### config.mk
export PLATFORM = sky130hd
export DESIGN_NAME = fib_scan_ctrl
export DESIGN_NICKNAME = d
export VERILOG_FILES = /design/src/rtl/fib_scan_ctrl.sv
export SDC_FILE = /design/constraint.sdc
export NUM_CORES = 1
export LEC_CHECK = 0
export ABC_AREA = 1
export BUFFER_PORTS_ARGS = -buffer_cell sky130_fd_sc_hd__buf_2
export CAP_MARGIN = 25
export CORE_MARGIN = 8
export CORE_UTILIZATION = 40
export DETAILED_ROUTE_END_ITERATION = 6
export GPL_ROUTABILITY_DRIVEN = 0
export GPL_TIMING_DRIVEN = 0
export PLACE_DENSITY_LB_ADDON = 0.05
export SYNTH_ARGS = -nofsm -noshare
export SYNTH_HDL_FRONTEND = slang
export SYNTH_SLANG_ARGS = --single-unit
export TNS_END_PERCENT = 1
### constraint.sdc
create_clock -name clk -period 3.85 [get_ports clk]
set_input_delay 0 -clock clk [delete_from_list [all_inputs] [get_ports clk]]
set_output_delay 0 -clock clk [all_outputs]
set_load 0.02 [all_outputs]
### src/rtl/fib_scan_ctrl.sv
// Sequencer that walks a packed BCD word one digit per clock through an external
// combinational Fibonacci-digit recognizer and gathers per-digit hits and a hit count.
module fib_scan_ctrl #(
    parameter int unsigned N_DIGITS = 4,
    localparam int unsigned CNT_W = $clog2(N_DIGITS + 1)
) (
    input  logic                  clk,
    input  logic                  reset,
    input  logic                  start,
    input  logic [4*N_DIGITS-1:0] bcd_word,
    output logic [3:0]            rec_bcd,
    input  logic                  rec_f,
    output logic                  busy,
    output logic                  done,
    output logic [CNT_W-1:0]      hit_count,
    output logic [N_DIGITS-1:0]   hit_mask,
    output logic                  bad_digit
);

    localparam int unsigned IDX_W = (N_DIGITS > 1) ? $clog2(N_DIGITS) : 1;
    localparam logic [IDX_W-1:0] LAST_IDX = IDX_W'(N_DIGITS - 1);

    typedef enum logic [1:0] {
        ST_IDLE = 2'd0,
        ST_SCAN = 2'd1,
        ST_DONE = 2'd2
    } state_t;

    state_t state_q;
    state_t state_d;

    logic [N_DIGITS-1:0][3:0] word_reg;
    logic [IDX_W-1:0]         idx;

    // State register
    always_ff @(posedge clk or posedge reset) begin
        if (reset) begin
            state_q <= ST_IDLE;
        end else begin
            state_q <= state_d;
        end
    end

    // Next-state logic; start is only honoured in IDLE
    always_comb begin
        state_d = state_q;
        case (state_q)
            ST_IDLE: if (start) state_d = ST_SCAN;
            ST_SCAN: if (idx == LAST_IDX) state_d = ST_DONE;
            ST_DONE: state_d = ST_IDLE;
            default: state_d = ST_IDLE;
        endcase
    end

    // Digit presented to the recognizer; zero whenever no scan is in flight
    always_comb begin
        rec_bcd = 4'd0;
        if (state_q == ST_SCAN) begin
            rec_bcd = word_reg[idx];
        end
    end

    // Datapath and registered status; busy/done follow the next state so they
    // line up with the state they describe
    always_ff @(posedge clk or posedge reset) begin
        if (reset) begin
            word_reg  <= '0;
            idx       <= '0;
            busy      <= 1'b0;
            done      <= 1'b0;
            hit_count <= '0;
            hit_mask  <= '0;
            bad_digit <= 1'b0;
        end else begin
            busy <= (state_d != ST_IDLE);
            done <= (state_d == ST_DONE);
            case (state_q)
                ST_IDLE: begin
                    if (start) begin
                        word_reg  <= bcd_word;
                        idx       <= '0;
                        hit_count <= '0;
                        hit_mask  <= '0;
                        bad_digit <= 1'b0;
                    end
                end
                ST_SCAN: begin
                    // Non-BCD digits never count as hits, whatever the recognizer says
                    if (rec_bcd <= 4'd9) begin
                        hit_mask[idx] <= rec_f;
                        hit_count     <= hit_count + CNT_W'(rec_f);
                    end else begin
                        hit_mask[idx] <= 1'b0;
                        bad_digit     <= 1'b1;
                    end
                    if (idx != LAST_IDX) begin
                        idx <= idx + 1'b1;
                    end
                end
                default: begin
                end
            endcase
        end
    end

endmodule

[Word-level counts from Yosys, hierarchy flattened]
Index checks and enable logic that the tools add are counted.
Word-level totals
  flip-flop bits (word level): 30
  input bits: 20
Cells by class
  order comparisons: 3
  bitwise gates (word level): 2
  add/sub/neg operators: 2
  eq/ne operators: 8
  reduce and logical (&&, ||, !) cells: 9
  muxes and demuxes: 21
Operators with widths (number)
  two-way mux 4 bit: 4
  AND reduction 3 bit: 3
  binary-select mux 4 bit (select 2 bit): 1
  two-way mux 2 bit: 4
  one-hot mux 2 bit (2 select lines): 2
  one-hot mux 4 bit (2 select lines): 1
  two-way mux 3 bit: 2
  inequality test 2 bit (second input constant): 3
  one-hot mux 3 bit (2 select lines): 1
  AND 4 bit: 1
  bitwise mux 4 bit: 1
  equality test 2 bit (second input constant): 2
  less-or-equal comparator 4 bit (second input constant): 1
  inequality test 2 x 1 -> 1 bit (second input constant): 2
  inverter 4 bit: 1
  AND reduction 2 bit: 2
  nonzero test 2 bit: 2
  adder 3 x 1 -> 3 bit: 1
  < comparator 2 x 3 -> 1 bit (second input constant): 1
  two-way mux 1 bit: 3
  adder 2 x 1 -> 2 bit (second input constant): 1
  demux 1 bit (select 2 bit): 1
  equality test 2 x 1 -> 1 bit (second input constant): 1
  greater-or-equal comparator 2 x 1 -> 1 bit (second input constant): 1
  3 further kinds: 3

[Depth between registers and ports, before layout]
Gate-level depths: netlist of run 1.
  word-level depth: 8
  mapped depth: 10

[Least setup slack after synthesis of run 1]
Ideal clock, no wire load.
  kind: register to register
  start: reg idx[0]
  end: reg hit_mask[0]
  cell stages (with the launch flop): 11
  path slack: 2558 ps
  path buffers: 1
  period minus slack after synthesis: 1292 ps
  arrival: 1175 ps
  cell sequence: dfrtp_1 > buf_6 > nor2_2 > nor2_2 > nand2_2 > nand2_4 > nand2_4 > nor2_8 > nand2_1 > nand3_1 > nand2_1
Between the ends
  longest elaborated chain between the ends: 8
Ends and longest elaborated chain
  start: declaration: line 33  | logic [IDX_W-1:0] idx;
  start signal: assignment: line 97  | idx <= idx + 1'b1;
  < comparator 2 x 3 -> 1 bit (not written as such) or greater-or-equal comparator 2 x 1 -> 1 bit (tied branches): line 90, 93
  logical AND 1 bit (not written as such): line 90, 93
  two-way mux 1 bit (not written as such): line 90, 93
  demux 1 bit (select 2 bit): line 90, 93
  inverter 4 bit (no source line)
  AND 4 bit (no source line)
  two-way mux 4 bit *: line 89  | if (rec_bcd <= 4'd9) begin
  one-hot mux 4 bit (2 select lines) *: line 77  | case (state_q)
  end signal: indexed assignment: line 90  | hit_mask[idx] <= rec_f;
  end: declaration: line 16  | output logic [N_DIGITS-1:0] hit_mask,
Mark *: on every way between the ends. The rest lies on a longest branch, timed or not. The select of a mux whose other input is x is not followed.
A chain may end at the register's enable or synchronous reset.

[Final worst setup path of run 1]
  start: reg idx[1]
  end: out rec_bcd[3]
Between the ends
  longest elaborated chain between the ends: 3
Ends and longest elaborated chain
  binary-select mux 4 bit (select 2 bit): line 59  | rec_bcd = word_reg[idx];
  two-way mux 4 bit (not written as such): line 59
  two-way mux 4 bit: line 58  | if (state_q == ST_SCAN) begin
  end: declaration: line 11  | output logic [3:0] rec_bcd,
No other way between the ends. The select of a mux whose other input is x is not followed.

==> results.json, run 1 <==
{
  "cts.sinks": 30,
  "drt_iter0_markers": 44,
  "cts-root-buf": "clkbuf_8",
  "path_cells": "inv_2 -> nor2_2 -> nand2_2 -> nand2_4 -> nand2_4 -> inv_1 -> buf_2",
  "outcome": "completed",
  "syn_nets": 217,
  "cts_made_buffers": 5,
  "num_vias": 1385,
  "diodes": 0,
  "leakagePower_nw": 1.13,
  "clock.fmax_mhz": 673,
  "grt_overflow": 0,
  "layout.nets": 275,
  "synth_area_per_cell_um2": 8.02,
  "finalCritPeriodShare_pct": 38.6,
  "final_max_slew_viol_count": 0,
  "wire_per_inst_um": 11.8,
  "setup_violations": 0,
  "place_ws_ns": 2.36,
  "seqCellArea_um2": 751,
  "clockBufferDepth": 2,
  "relSlewSlack_pct": 64.2,
  "r2r_slack_ns": 2.37,
  "tightest_slew_ns": 0.537,
  "grt_max_degree": 20,
  "io_buffer_count": 33,
  "period_needed_ns": 1.49,
  "gr-usage-all-layers_pct": 12.5,
  "hold_class": "in -> reg",
  "boundaryPins": 34,
  "synth_cells": 191,
  "htree_levels": 2,
  "whs_ns": 0.0238,
  "largest_reg_flops": 16,
  "place_inst": 273,
  "synth.distinct_cells": 22,
  "die-area_um2": 6060,
  "yosysWarnings": 0,
  "hpwl_um": 2640,
  "fp-row-count": 22,
  "multi_input_area_um2": 684,
  "path_common_cell": "nand2_4",
  "grt_pass1_wl_um": 6240,
  "drt_pass1_iterations": 4,
  "postLayoutCellArea_um2": 2040,
  "power.total_mw": 1.73,
  "cts_tree": "built",
  "crit_path_end_kind": "output pin",
  "die_h_um": 77.9,
  "mostFrequentLayoutCell": "nand2_1",
  "max-cap-violations": 0,
  "first_global_vias": 1475,
  "cts_setup_buffers": 0,
  "slowest_stage": "dfrtp_1",
  "start_kind": "register",
  "drcViolationCount": 0,
  "max_stage_delay_ns": 0.51,
  "antenna_found_initial": 0,
  "ant_nets": 0,
  "setup-tns-final_ns": 0,
  "areaGrowthSynthToFinish_pct": 33.0,
  "skew_ns": 0.00472,
  "post-route-util_pct": 55.6,
  "ys_ff_latch": 30,
  "instances_no_fill": 296,
  "finalHoldViolCount": 0,
  "initial_core_util_pct": 41.8,
  "power.density_nw_per_um2": 849,
  "rsz0062_at_grt": "false",
  "worstPathRequired_ns": 3.85,
  "fin_ws_ns": 2.36,
  "routed_wl_um": 3480,
  "n_fill_cell": 350,
  "crit_type": "reg -> out",
  "synth_flop_cell": "dfrtp_1",
  "most-common-layout-cells": "79 x nand2_1, 35 x buf_2, 30 x dfrtp_1, 17 x dlygate4sd3_1, 15 x inv_1",
  "clk_pin_slew_worst_paths_ns": 0.06,
  "dpl_cell_area_um2": 1780,
  "synth_edf_count": 0,
  "dieWidth_um": 77.9,
  "worstSkewPairLatency_ns": 0.27,
  "cp_max_fo": 7,
  "async_flop_share_pct": 100,
  "yosysSeqAreaShare_pct": 49.0,
  "peakVddDrop_mv": 0.405,
  "crit_arrival_ns": 1.49,
  "syn_area_um2": 1530,
  "via_per_inst": 4.68,
  "coreArea_um2": 3660,
  "final_layout_size_suffix_gt1_share_pct": 22.6
}
==> metal layers <==
metal | up-vias | part of all wire, % | track usage (%)
li1 | 705 | - | -
met1 | 637 | 43 | 13.1
met2 | 37 | 49 | 21.7
met3 | 6 | 6.8 | 4.61
met4 | 0 | 1.1 | 5.28
met5 | - | 0 | 0
==> cell usage after synthesis (2+ instances only) <==
cell | number | share of area, %
o21ai_0 | 11 | 3.6
nand2_1 | 79 | 19
dfrtp_1 | 30 | 49
inv_1 | 15 | 3.7
clkbuf_1 | 2 | 0.49
nand2_2 | 3 | 1.2
ha_1 | 6 | 4.9
inv_2 | 3 | 0.74
o21ai_1 | 3 | 0.98
nand3_1 | 12 | 3.9
buf_2 | 2 | 0.65
nand2_4 | 2 | 1.5
nor2_1 | 12 | 2.9
nor2_2 | 2 | 0.82
a21oi_1 | 2 | 0.65
==> where the power goes <==
| group | switching [mW] | leakage (nW) | internal (mW) |
|---|---|---|---|
| combinational | 0.606 | 0.711 | 0.324 |
| clock | 0.105 | 0.0431 | 0.137 |
| sequential | 0.0930 | 0.375 | 0.463 |
==> worst max-delay path, delay by kind of cell (launching register included) <==
| family | cells | cell delay [ns] |
|---|---|---|
| buffers and inverters | 3 | 0.35 |
| AND/OR/NAND/NOR | 4 | 0.36 |
| flip-flops | 1 | 0.51 |
==> cell type report <==
| type | count | area share, % |
|---|---|---|
| Tap cell | 48 | 2.95 |
| Timing Repair Buffer | 51 | 17.8 |
| Sequential cell | 30 | 36.9 |
| Inverter | 18 | 3.32 |
| Buffer | 5 | 1.41 |
| Clock buffer | 6 | 4.05 |
| Multi-Input combinational cell | 138 | 33.6 |
==> timing repair <==
item,4_1_cts,5_1_grt
hold buffers,17,0
endpoints found under the hold margin,27,0
setup endpoints to repair,0,0
gates resized for setup,0,0
==> path summary, 6_finish.rpt <==
check,from,endpoint,cells past startpoint
max,idx[1],rec_bcd[3],7
min,rec_f,hit_mask[3],3
max reg2reg,idx[0],hit_mask[2],10
min reg2reg,word_reg[0],word_reg[0],2
max in group asynchronous,reset,word_reg[5],4
min in group asynchronous,reset,hit_count[0],3
==> kinds of logic (layout without fill, tap and decap cells) <==
logic type | count (synthesis) | count (layout) | share of synthesized area, %
AND/OR/NAND/NOR | 114 | 114 | 33.3
flip-flops | 30 | 30 | 49.0
buffers and inverters | 23 | 80 | 6.29
AO/OA/AOI/OAI | 16 | 16 | 5.23
adder cells (fa/ha/maj) | 6 | 6 | 4.90
XOR/XNOR | 1 | 1 | 0.572
multiplexers | 1 | 1 | 0.654
Note: power is estimated with default switching activity, not from simulation.
==> inputs of run 2 (changes only) <==
clock period = 1.3 ns   (was 3.85 ns; I/O delays follow)
==> run 2 against run 1 <==
The run now ends with negative setup slack left; wire length increased by 5.6%; combinational power rose to 3.4 times the previous value; sequential share of layout area fell by 1.7 points; utilization is 2.9 points higher; worst setup slack worse by 2.5 ns; sequential cell count unchanged; highest routed layer unchanged.
==> results.json, run 2 (synthesis gave the netlist of run 1 again) <==
{
  "outcome": "finished with violations",
  "failed_checks": "negative setup slack",
  "first_global_vias": 1518,
  "cts.sinks": 30,
  "finalHoldViolCount": 0,
  "n_fill_cell": 347,
  "crit_path_start": "idx[0]",
  "dieWidth_um": 77.9,
  "via_per_inst": 4.72,
  "crit_type": "reg -> reg",
  "drt_pass1_iterations": 6,
  "hpwl_um": 2640,
  "final_layout_size_suffix_gt1_share_pct": 29.2,
  "whs_ns": 0.00632,
  "cts-root-buf": "clkbuf_8",
  "setup-tns-final_ns": -1.45,
  "cts_tree": "built",
  "peakVddDrop_mv": 1.27,
  "finalCritPeriodShare_pct": 112,
  "post-route-util_pct": 58.6,
  "multi_input_area_um2": 729,
  "min_from": "rec_f",
  "clockBufferDepth": 2,
  "grt_max_degree": 20,
  "fin_ws_ns": -0.162,
  "power.total_mw": 5.58,
  "fp-row-count": 22,
  "antenna_found_initial": 0,
  "worstPathRequired_ns": 1.46,
  "clock.fmax_mhz": 684,
  "drt_iter0_markers": 52,
  "rr_startpoint": "idx[0]",
  "worstSkewPairLatency_ns": 0.27,
  "leakagePower_nw": 1.17,
  "die_h_um": 77.9,
  "cts_made_buffers": 5,
  "power.density_nw_per_um2": 2600,
  "ant_nets": 0,
  "crit_arrival_ns": 1.63,
  "gr-usage-all-layers_pct": 12.9,
  "diodes": 0,
  "mostFrequentLayoutCell": "nand2_1",
  "most-common-layout-cells": "76 x nand2_1, 30 x buf_2, 28 x dfrtp_1, 17 x dlygate4sd3_1, 13 x inv_1",
  "rsz0062_at_grt": "true",
  "grt_pass1_wl_um": 6440,
  "boundaryPins": 34,
  "num_vias": 1422,
  "crit_path_end_kind": "register",
  "start_kind": "register",
  "routed_wl_um": 3670,
  "relSlewSlack_pct": 64.2,
  "skew_ns": 0.00557,
  "place_inst": 273,
  "dpl_cell_area_um2": 1780,
  "layout.nets": 280,
  "htree_levels": 2,
  "max-cap-violations": 0,
  "largest_reg_flops": 16,
  "io_buffer_count": 33,
  "wire_per_inst_um": 12.2,
  "postLayoutCellArea_um2": 2140,
  "seqCellArea_um2": 753,
  "initial_core_util_pct": 41.8,
  "place_ws_ns": -0.188,
  "hold_class": "in -> reg",
  "die-area_um2": 6060,
  "coreArea_um2": 3660,
  "grt_overflow": 0,
  "setup_violations": 14,
  "instances_no_fill": 301,
  "drcViolationCount": 0,
  "areaGrowthSynthToFinish_pct": 40.0,
  "period_needed_ns": 1.46,
  "clk_pin_slew_worst_paths_ns": 0.06,
  "cp_max_fo": 7,
  "tightest_slew_ns": 0.536,
  "final_max_slew_viol_count": 0
}
## run 2: cell count changes in the layout (fill, tap and decap cells not counted), sizes merged
cell   before  now
nand3      13   14
buf        37   41
## run 2: what timing repair did
action                                  CTS  global route
pin swaps                                11             0
endpoints found under the setup margin   23            27
buffers inserted                          2             1
hold buffers                             17             0
gates cloned                              1             1
hold endpoints to repair                 27             0
gates resized for setup                  24             7
## run 2: area by class of cell
type | count | share of cell area [%]
multi-input combinational | 139 | 34.0
buffer | 5 | 1.81
clock buffer | 6 | 3.85
tap | 48 | 2.80
sequential | 30 | 35.1
inverter | 18 | 3.38
timing repair buffer | 55 | 19.0
## run 2: final timing paths
kind                           endpoint  slack [ns]  cells after the start
max in group asynchronous        idx[1]        0.51                      4
min reg2reg                   bad_digit        0.48                      2
min                         hit_mask[3]       0.006                      3
max reg2reg                 hit_mask[2]       -0.16                     10
max                         hit_mask[2]       -0.16                     10
min in group asynchronous  hit_count[0]        0.31                      3
## run 2: critical path, stage by stage (launching register included)
cell,delay [ns]
dfrtp_2,0.46
buf_6,0.16
nand2_1,0.07
nand3_2,0.08
nand2_2,0.07
nand2_4,0.10
inv_4,0.05
nor2_8,0.15
nand2_1,0.07
nand3_1,0.07
nand2_1,0.05
## run 2: power by group
| part | internal, mW | leakage [nW] | switching (mW) |
|---|---|---|---|
| sequential | 1.38 | 0.373 | 0.297 |
| combinational | 1.20 | 0.755 | 1.98 |
| clock | 0.407 | 0.0431 | 0.314 |
## run 2: metal layers
metal	wire (µm)	vias to the layer above	GRT usage (%)
met2	1820	35	22.6
met3	232	11	4.72
met5	0	-	0
met1	1540	654	13.2
met4	74	0	6.04
li1	-	722	-
